### src/rtl/alu_pkg.sv
// Shared definitions for the ALU command driver: opcodes, flag bit positions, FSM encoding.
package alu_pkg;

  // ALU opcodes
  localparam logic [2:0] U_ADD  = 3'b000;
  localparam logic [2:0] S_ADD  = 3'b001;
  localparam logic [2:0] U_SUB  = 3'b010;
  localparam logic [2:0] S_SUB  = 3'b011;
  localparam logic [2:0] OP_AND = 3'b100;
  localparam logic [2:0] OP_OR  = 3'b101;
  localparam logic [2:0] OP_XOR = 3'b110;
  localparam logic [2:0] DIV2   = 3'b111;

  // Bit positions inside the {carryout, overflow, zero} flag vector
  localparam int unsigned FLG_C = 2;
  localparam int unsigned FLG_V = 1;
  localparam int unsigned FLG_Z = 0;

  // Driver FSM encoding
  localparam logic [1:0] IDLE  = 2'd0;
  localparam logic [1:0] DRIVE = 2'd1;
  localparam logic [1:0] RESP  = 2'd2;

  // A response counts as a flag event when carry/borrow or signed overflow was reported
  function automatic logic flag_event(input logic [2:0] flags);
    return flags[FLG_C] | flags[FLG_V];
  endfunction

endpackage

### src/rtl/sat_counter.sv
// Saturating up-counter with synchronous clear and synchronous active-low reset.
module sat_counter #(
  parameter int unsigned CNT_W = 16
) (
  input  logic             clk,
  input  logic             reset,
  input  logic             clr,
  input  logic             inc,
  output logic [CNT_W-1:0] count
);

  logic [CNT_W-1:0] count_q, count_d;

  // Clear wins over a same-cycle increment; increment stops at all-ones
  always_comb begin
    count_d = count_q;
    if (clr) begin
      count_d = '0;
    end else if (inc && (count_q != '1)) begin
      count_d = count_q + CNT_W'(1);
    end
  end

  // Counter state register
  always_ff @(posedge clk) begin
    if (!reset) begin
      count_q <= '0;
    end else begin
      count_q <= count_d;
    end
  end

  assign count = count_q;

endmodule

### src/rtl/alu_cmd_driver.sv
// Issues one command at a time to a registered ALU, waits out its latency and
// buffers the result/flags behind a valid/ready response port with statistics.
module alu_cmd_driver
  import alu_pkg::*;
#(
  parameter int unsigned NBITS   = 4,
  parameter int unsigned ALU_LAT = 1,
  parameter int unsigned CNT_W   = 16
) (
  input  logic             clk,
  input  logic             reset,
  input  logic             cmd_valid,
  output logic             cmd_ready,
  input  logic [NBITS-1:0] cmd_a,
  input  logic [NBITS-1:0] cmd_b,
  input  logic [2:0]       cmd_op,
  output logic [NBITS-1:0] alu_a,
  output logic [NBITS-1:0] alu_b,
  output logic [2:0]       alu_opcode,
  input  logic [NBITS-1:0] alu_result,
  input  logic             alu_carryout,
  input  logic             alu_overflow,
  input  logic             alu_zero,
  output logic             rsp_valid,
  input  logic             rsp_ready,
  output logic [NBITS-1:0] rsp_result,
  output logic [2:0]       rsp_flags,
  output logic [2:0]       rsp_op,
  input  logic             stat_clr,
  output logic [CNT_W-1:0] op_count,
  output logic [CNT_W-1:0] flag_count
);

  localparam int unsigned WAIT_W = (ALU_LAT > 1) ? $clog2(ALU_LAT + 1) : 1;

  logic [1:0]        state_q, state_d;
  logic [WAIT_W-1:0] wait_q, wait_d;
  logic              ready_q, ready_d;
  logic [NBITS-1:0]  a_q, a_d, b_q, b_d;
  logic [2:0]        op_q, op_d;
  logic [NBITS-1:0]  res_q, res_d;
  logic [2:0]        flags_q, flags_d;
  logic [2:0]        rop_q, rop_d;
  logic              handshake;

  assign handshake = (state_q == RESP) && rsp_ready;

  // Next-state: accept in IDLE, count down ALU latency in DRIVE, hold response in RESP
  always_comb begin
    state_d = state_q;
    wait_d  = wait_q;
    a_d     = a_q;
    b_d     = b_q;
    op_d    = op_q;
    res_d   = res_q;
    flags_d = flags_q;
    rop_d   = rop_q;
    case (state_q)
      IDLE: begin
        // ready_q gates acceptance so the first cycle out of reset takes nothing
        if (ready_q && cmd_valid) begin
          a_d     = cmd_a;
          b_d     = cmd_b;
          op_d    = cmd_op;
          wait_d  = WAIT_W'(ALU_LAT);
          state_d = DRIVE;
        end
      end
      DRIVE: begin
        if (wait_q != '0) begin
          wait_d = wait_q - WAIT_W'(1);
        end else begin
          res_d   = alu_result;
          flags_d = {alu_carryout, alu_overflow, alu_zero};
          rop_d   = op_q;
          state_d = RESP;
        end
      end
      RESP: begin
        if (rsp_ready) begin
          state_d = IDLE;
        end
      end
      default: state_d = IDLE;
    endcase
    // Registered so cmd_ready reads 0 in the cycle right after reset
    ready_d = (state_d == IDLE);
  end

  // State and datapath registers; reset abandons any command or pending response
  always_ff @(posedge clk) begin
    if (!reset) begin
      state_q <= IDLE;
      wait_q  <= '0;
      ready_q <= 1'b0;
      a_q     <= '0;
      b_q     <= '0;
      op_q    <= '0;
      res_q   <= '0;
      flags_q <= '0;
      rop_q   <= '0;
    end else begin
      state_q <= state_d;
      wait_q  <= wait_d;
      ready_q <= ready_d;
      a_q     <= a_d;
      b_q     <= b_d;
      op_q    <= op_d;
      res_q   <= res_d;
      flags_q <= flags_d;
      rop_q   <= rop_d;
    end
  end

  assign cmd_ready  = ready_q;
  assign alu_a      = a_q;
  assign alu_b      = b_q;
  assign alu_opcode = op_q;
  assign rsp_valid  = (state_q == RESP);
  assign rsp_result = res_q;
  assign rsp_flags  = flags_q;
  assign rsp_op     = rop_q;

  sat_counter #(
    .CNT_W (CNT_W)
  ) u_op_cnt (
    .clk   (clk),
    .reset (reset),
    .clr   (stat_clr),
    .inc   (handshake),
    .count (op_count)
  );

  sat_counter #(
    .CNT_W (CNT_W)
  ) u_flag_cnt (
    .clk   (clk),
    .reset (reset),
    .clr   (stat_clr),
    .inc   (handshake && flag_event(flags_q)),
    .count (flag_count)
  );

endmodule

### config.mk
export PLATFORM = sky130hd
export DESIGN_NAME = alu_cmd_driver
export DESIGN_NICKNAME = d
export VERILOG_FILES = /design/src/rtl/alu_pkg.sv /design/src/rtl/sat_counter.sv /design/src/rtl/alu_cmd_driver.sv
export SDC_FILE = /design/constraint.sdc
export NUM_CORES = 1
export LEC_CHECK = 0
export CORE_MARGIN = 2
export CORE_UTILIZATION = 30
export DETAILED_ROUTE_END_ITERATION = 6
export GPL_ROUTABILITY_DRIVEN = 0
export PLACE_DENSITY = 0.55
export SYNTH_ARGS = -nofsm -noshare
export SYNTH_HDL_FRONTEND = slang
export SYNTH_SLANG_ARGS = --single-unit
### constraint.sdc
create_clock -name clk -period 4.4 [get_ports clk]
set_input_delay 0.44 -clock clk [delete_from_list [all_inputs] [get_ports clk]]
set_output_delay 0.44 -clock clk [all_outputs]
set_load 0.05 [all_outputs]
==> results.toml, run 1 <==
[synthesis]
netlist_area_sq_um = 2670
synth-edff-count = 0
synth_simple_gate_area_share_pct = 30.5
synth_fa_ha_area_share_pct = 0.937
synthXorXnorAreaFrac_pct = 0
yosysWarnings = 0
syn_area_per_cell_sq_um = 8.73
synth_top_family_by_area = "simple AND/OR/NAND/NOR gates"
ys.flop_type = "dfxtp_1"
synth.mux.area_fraction_pct = 4.50
async_reset_ff_share_pct = 0
synth-compound-area-share_pct = 18.7
synth_nets = 331
synth_cells = 306
synth.yosys.seq_area_share_pct = 42.7
synth_cell_types = 40
synth-seq-cells = 57

[global_route]
antenna_found_initial = 0
grt_overflow_total = 0
grt_pass1_wl_mm = 11.4
grt_max_degree = 28
grt_pass1_vias = 2390
grt_usage_pct = 14.5

[finish]
fin_nets = 409
fin_util_pct = 43.5
drive_above_1_share_pct = 6.43
antenna_cells = 0
fillCellCount = 895
area_growth_pct = 41.2

[clock_tree]
cts_sinks = 57
holdBufCountCts = 0
clock_path_buffers = 2
htreeDepth = 3
post_cts_resized = 0
clock_latency_ps = 340
cts_setup_buffers = 0
clk_pin_slew_ps = 70
cts_made_buffers = 9
cts_tree = "yes"
cts_root_buf = "clkbuf_8"

[power_and_ir_drop]
ir_worst_vdd_v = 0.000132
leakage_nw = 1.19
p_per_area_nw_per_um2 = 321

[place]
port_buffers = 77
post-dp-hpwl_mm = 4.98

[floorplan]
die_area_sq_um = 9670
design.core.area_sq_um = 8680
fp.dieW_microns = 98.3
floorplan.rows = 34
die_y_microns = 98.3
io_pins = 78
start_util_pct = 30.8

[sta]
fin_skew_ps = 9.33
setup_viol = 0
timing.final.crit_period_ps = 2250
hold_viol_final = 0
setup-tns-final_ps = 0
maxSlewHeadroom_pct = 25.3
fmaxAchievable_mhz = 445
rsz0062_at_grt = "false"
fin_crit_sh_pct = 51.1
final_max_slew_viol_count = 0
tightest_slew_ps = 1120

[route]
viasPerCell = 5.21
drtIter0Drc = 102
dr.pass1.iters = 7
ant_nets = 0
vias = 2588
drt-total-wl_mm = 6.97
routedWlPerCell_microns = 14.0
drc_errors = 0

[worst_hold_path]
hp-class = "flop to flop"

[worst_setup_path]
critPathKind = "flop to output port"
endpoint_kind = "output port"
start_kind = "flop"
cp_data_arrival_time_ps = 1810
crit_required_ps = 3960
crit_fanout = 6

[flow_run]
cap_violations = 0

[outcome]
status = "complete, no violations"
==> cells in the final DEF (no fill, tap or decap), types with 12 or more instances in the layout <==
cell type         n
clkdlybuf4s50_1  77
dfxtp_1          57
nand2_1          41
a21oi_1          27
nor2b_1          13
o21ai_0          13
nand3_1          12
a21boi_0         12
mux2i_1          12
o31ai_1          12
==> worst max-delay path, cell delays in order (launching register included) <==
cell and delay, ps:
dfxtp_1 430, nor2b_1 200, clkdlybuf4s50_1 840
==> cells in the mapped netlist (5+ instances only) <==
master | n | area share [%]
dfxtp_1 | 57 | 43
nand2_1 | 41 | 5.8
a21oi_1 | 27 | 5.1
nor2b_1 | 13 | 3.0
o21ai_0 | 13 | 2.4
a21boi_0 | 12 | 3.4
mux2i_1 | 12 | 4.5
nand3_1 | 12 | 2.2
o31ai_1 | 12 | 3.4
nand4_1 | 11 | 2.6
or3_1 | 10 | 2.3
or4_1 | 10 | 2.8
nor3_1 | 8 | 1.5
and3_1 | 7 | 1.6
clkbuf_1 | 6 | 0.84
nand2b_1 | 5 | 1.2
nor2_1 | 5 | 0.70
==> worst paths after layout <==
check	end	startpoint	cells past startpoint	slack, ps
setup / recovery	rsp_valid	state_q[1]	2	2150
hold / removal	alu_a[0]	alu_a[0]	2	470
setup reg to reg	u_flag_cnt.count[13]	u_flag_cnt.count[6]	5	2450
hold reg to reg	alu_a[0]	alu_a[0]	2	470
==> through the flow <==
stage	hold WS (ps)	power (W)	cells	worst slack (ps)	area, sq um
final	471	0.00121	497	2150	3770
after global routing	490	0.00126	497	1820	3770
after CTS	474	0.00123	497	2120	3770
after detailed placement	464	0.000659	481	1770	3540
after global placement	455	0.000659	481	1810	3540
after floorplan	457	0.000611	306	2290	2670
==> per-layer routing <==
metal  GRT usage [%]  share of wire [%]
met3            4.80                7.2
met5               0                  0
met2            22.7                 45
met4            6.95                1.3
met1            17.9                 46
==> registers in the layout, indices dropped and copies added, names as in the netlist <==
register / count
alu_b: 4
state_q: 2
u_flag_cnt.count: 16
alu_opcode: 3
cmd_ready: 1
u_op_cnt.count: 16
rsp_flags: 3
alu_a: 4
rsp_op: 3
rsp_result: 4
wait_q: 1
==> final cells by class <==
cell class                 instances  area, sq um  area share [%]
sequential                        57         1140            30.3
inverter                           4         15.0           0.398
multi-input combinational        233         1470            38.9
tap                              108          135            3.58
clock inverter                     5         77.6            2.06
clock buffer                      11          151            4.01
timing repair buffer              79          786            20.8
==> kinds of logic (layout without fill, tap and decap cells) <==
kind of cell | count (synthesis) | after routing
fa+ha+maj | 2 | 2
mux | 12 | 12
compound gates | 78 | 78
buf+inv | 16 | 99
flops | 57 | 57
simple gates | 141 | 141
==> power breakdown <==
| part | internal [W] | switching, W |
|---|---|---|
| clock | 0.000348 | 0.000216 |
| sequential | 0.000527 | 0.00000725 |
| combinational | 0.0000472 | 0.0000653 |
| total | 0.000921 | 0.000289 |
Power figures use the tool's default switching activity.
==> run 2: changes to the inputs <==
- PLACE_DENSITY: 0.55 -> 0.57
- clock period: 4.4 -> 2 ns (I/O delays scaled with it)
==> results.toml, run 2 (synthesis results as in run 1) <==
[route]
vias = 2644
ant_nets = 0
viasPerCell = 5.14
routedWlPerCell_microns = 13.9
drc_errors = 0
dr.pass1.iters = 4
drt-total-wl_mm = 7.14
drtIter0Drc = 99

[clock_tree]
cts_made_buffers = 9
cts_root_buf = "clkbuf_8"
cts_tree = "yes"
clk_pin_slew_ps = 60
clock_latency_ps = 340
post_cts_resized = 0
htreeDepth = 3
cts_sinks = 57
clock_path_buffers = 2
holdBufCountCts = 0
cts_setup_buffers = 0

[finish]
fillCellCount = 871
layout.cells.non_filler = 514
multiInputGateArea_sq_um = 1470
regArea_sq_um = 1150
antenna_cells = 0
mostFrequentLayoutCells = "clkdlybuf4s50_1 (76), dfxtp_1 (52), nand2_1 (41)"
area_growth_pct = 44.1
drive_above_1_share_pct = 11.3
layout_commonest_cell = "clkdlybuf4s50_1"
fin_nets = 426

[place]
preCtsSetupSlack_ps = -51.0
port_buffers = 77
post-dp-hpwl_mm = 5.19
dp.cells = 498

[sta]
fmaxAchievable_mhz = 528
final_max_slew_viol_count = 0
fin_crit_sh_pct = 94.7
hold_viol_final = 0
tightest_slew_ps = 647
rsz0062_at_grt = "false"
fin_skew_ps = 8.28
timing.final.crit_period_ps = 1890
setup_slack_ps = 107
setup-tns-final_ps = 0
setup_viol = 0
maxSlewHeadroom_pct = 56.5

[power_and_ir_drop]
ir_worst_vdd_v = 0.000303
leakage_nw = 1.26
p_per_area_nw_per_um2 = 622

[worst_setup_path]
ff2ff_path_depth = 5
worst-path-stages = 1
slowest_stage = "clkdlybuf4s50_1"
crit_required_ps = 1800
crit_family = "buffers and inverters"
r2r_slack_ps = 150
cp_data_arrival_time_ps = 1690
crit_fanout = 8
max_stage_delay_ps = 870
path_buf_inv = 1
critPathKind = "flop to output port"
cp_cell_sequence = "clkdlybuf4s50_1"
endpoint_kind = "output port"
start_kind = "flop"

[floorplan]
start_util_pct = 30.8
io_pins = 78
die_area_sq_um = 9670
fp.dieW_microns = 98.3
design.core.area_sq_um = 8680
die_y_microns = 98.3
floorplan.rows = 34

[global_route]
grt.met2_usage_pct = 23.4
top_usage_layer = "met2"
grt_pass1_vias = 2525
antenna_found_initial = 0
grt_max_degree = 26
grtUsageMet3_pct = 6.23
grt_util_met1_pct = 19.6
grt_usage_pct = 15.3
grt_pass1_wl_mm = 12.1
grt_overflow_total = 0

[worst_hold_path]
min_delay_path_depth = 3
hp-class = "input port to flop"

[outcome]
status = "complete, no violations"

[flow_run]
cap_violations = 0
[run 2: cell types whose count changed in the layout (fill, tap and decap cells not counted)]
cell / change
buf_4: +18
clkinv_2: +1
dfxtp_1: -5
clkinvlp_4: -1
clkbuf_1: +2
bufinv_16: -2
dfxtp_2: +5
clkdlybuf4s50_1: -1
[run 2: layer usage]
layer,up-vias,part of all wire (%),routed length (microns)
li1,1340,-,-
met1,1219,46,3280
met2,78,45,3200
met3,7,7.8,560
met4,0,1.3,93
met5,-,0,0
[run 2: power breakdown]
| part | total [W] | switching, W | internal, W |
|---|---|---|---|
| registers | 0.00117 | 0.0000160 | 0.00116 |
| clock network | 0.000969 | 0.000457 | 0.000512 |
| logic | 0.000251 | 0.000144 | 0.000107 |
| total | 0.00239 | 0.000617 | 0.00178 |
[run 2: through the flow]
stage                     power (W)  util, %  area, sq um  hold slack [ps]
after CTS                   0.00243     44.3         3850              404
after floorplan             0.00134        -         2680              345
after global placement      0.00145     42.3         3670              450
final                       0.00239     44.3         3850              422
after detailed placement    0.00145     42.3         3670              458
after global routing        0.00250     44.3         3850              427
[run 2: final timing paths]
check | start | end
max | u_flag_cnt.count[4] | flag_count[4]
min | cmd_b[0] | alu_b[0]
max reg2reg | u_flag_cnt.count[0] | u_flag_cnt.count[8]
min reg2reg | alu_a[3] | alu_a[3]
[run 2: final cells by class]
cell class | count | area share [%]
Multi-Input combinational cell | 233 | 38.1
Timing Repair Buffer | 96 | 23.7
Clock buffer | 13 | 4.13
Sequential cell | 57 | 29.8
Tap cell | 108 | 3.51
Inverter | 4 | 0.390
Clock inverter | 3 | 0.390
[run 2: worst min-delay path, cell delays in order]
cell and delay [ps]:
clkdlybuf4s50_1 390, nand2_1 50, a21boi_0 60
==> run 3: changes to the inputs <==
- CORE_ASPECT_RATIO: unset -> 2
==> results.toml, run 3 (synthesis results as in run 1) <==
[clock_tree]
cts_tree = "yes"
htreeDepth = 3
cts_sinks = 57
cts_root_buf = "clkbuf_16"
cts_made_buffers = 9
clock_path_buffers = 2
clk_pin_slew_ps = 50
cts_setup_buffers = 0
clock_latency_ps = 330
post_cts_resized = 0
holdBufCountCts = 0

[flow_run]
cap_violations = 0

[finish]
mostFrequentLayoutCells = "clkdlybuf4s50_1 (76), dfxtp_1 (52), nand2_1 (41)"
fin_util_pct = 45.8
drive_above_1_share_pct = 12.3
final_area_sq_um = 3960
layout_commonest_cell = "clkdlybuf4s50_1"
area_growth_pct = 48.4
fin_nets = 428
antenna_cells = 0

[sta]
fmaxAchievable_mhz = 536
hold_viol_final = 0
holdWs_ps = 424
timing.final.crit_period_ps = 1860
setup-tns-final_ps = 0
fin_skew_ps = 5.69
setup_viol = 0
setup_slack_ps = 135
maxSlewHeadroom_pct = 59.8
final_max_slew_viol_count = 0
rsz0062_at_grt = "false"
fin_crit_sh_pct = 93.2
tightest_slew_ps = 597

[worst_setup_path]
crit_required_ps = 1800
endpoint_kind = "output port"
critPathKind = "flop to output port"
start_kind = "flop"
crit_fanout = 5
cp_data_arrival_time_ps = 1660

[floorplan]
design.core.area_sq_um = 8650
die_y_microns = 137
floorplan.rows = 48
die_area_sq_um = 9720
fp.dieW_microns = 70.7
start_util_pct = 30.9
io_pins = 78

[global_route]
grt_pass1_wl_mm = 13.2
grt_max_degree = 26
antenna_found_initial = 0
grt_overflow_total = 0
grt_usage_pct = 17.3
grt_pass1_vias = 2834

[route]
drtIter0Drc = 88
routedWlPerCell_microns = 15.3
drc_errors = 0
vias = 2731
dr.pass1.iters = 4
drt-total-wl_mm = 7.75
ant_nets = 0
viasPerCell = 5.39

[place]
preCtsSetupSlack_ps = -67.9
post-dp-hpwl_mm = 5.86
placed_area_sq_um = 3680
port_buffers = 77

[worst_hold_path]
hp-class = "input port to flop"

[power_and_ir_drop]
ir_worst_vdd_v = 0.000520
leakage_nw = 1.31
p_per_area_nw_per_um2 = 723

[outcome]
status = "complete, no violations"
run 3: changes by cell type in the layout (fill, tap and decap cells not counted), sizes merged:
cell    delta
buf        +2
clkbuf     -1
run 3: path summary, 6_finish.rpt:
check	from	end	slack [ps]	cells after the start
hold / removal	cmd_a[3]	alu_a[3]	420	3
setup reg to reg	u_flag_cnt.count[0]	u_flag_cnt.count[8]	160	5
hold reg to reg	alu_b[1]	alu_b[1]	460	2
setup / recovery	u_flag_cnt.count[4]	flag_count[4]	140	2
run 3: layer usage:
layer | wire length [microns] | global-route usage [%] | up-vias
met2 | 4400 | 33.0 | 71
li1 | - | - | 1345
met4 | 193 | 9.85 | 0
met3 | 395 | 4.32 | 15
met1 | 2760 | 16.2 | 1300
met5 | 0 | 0 | -
run 3: metrics by stage:
| step | power (W) | cells |
|---|---|---|
| global placement | 0.00146 | 492 |
| global route | 0.00298 | 507 |
| CTS | 0.00291 | 507 |
| finish | 0.00287 | 507 |
| detailed placement | 0.00146 | 492 |
| floorplan | 0.00134 | 306 |
run 3: layout make-up:
class | count | area [sq um]
inverter | 4 | 15.0
multi-input combinational | 233 | 1470
clock buffer | 12 | 267
sequential | 57 | 1150
clock inverter | 3 | 15.0
tap | 100 | 125
fill | 904 | 4690
timing repair buffer | 98 | 926
run 3: where the power goes:
group          total, W  internal, W  switching (W)
clock network   0.00143     0.000923       0.000508
registers       0.00118      0.00116      0.0000164
logic          0.000257     0.000108       0.000148
run 3: critical path: stages, from the launching register on:
cell	delay (ps)
dfxtp_1	390
buf_4	150
clkdlybuf4s50_1	790
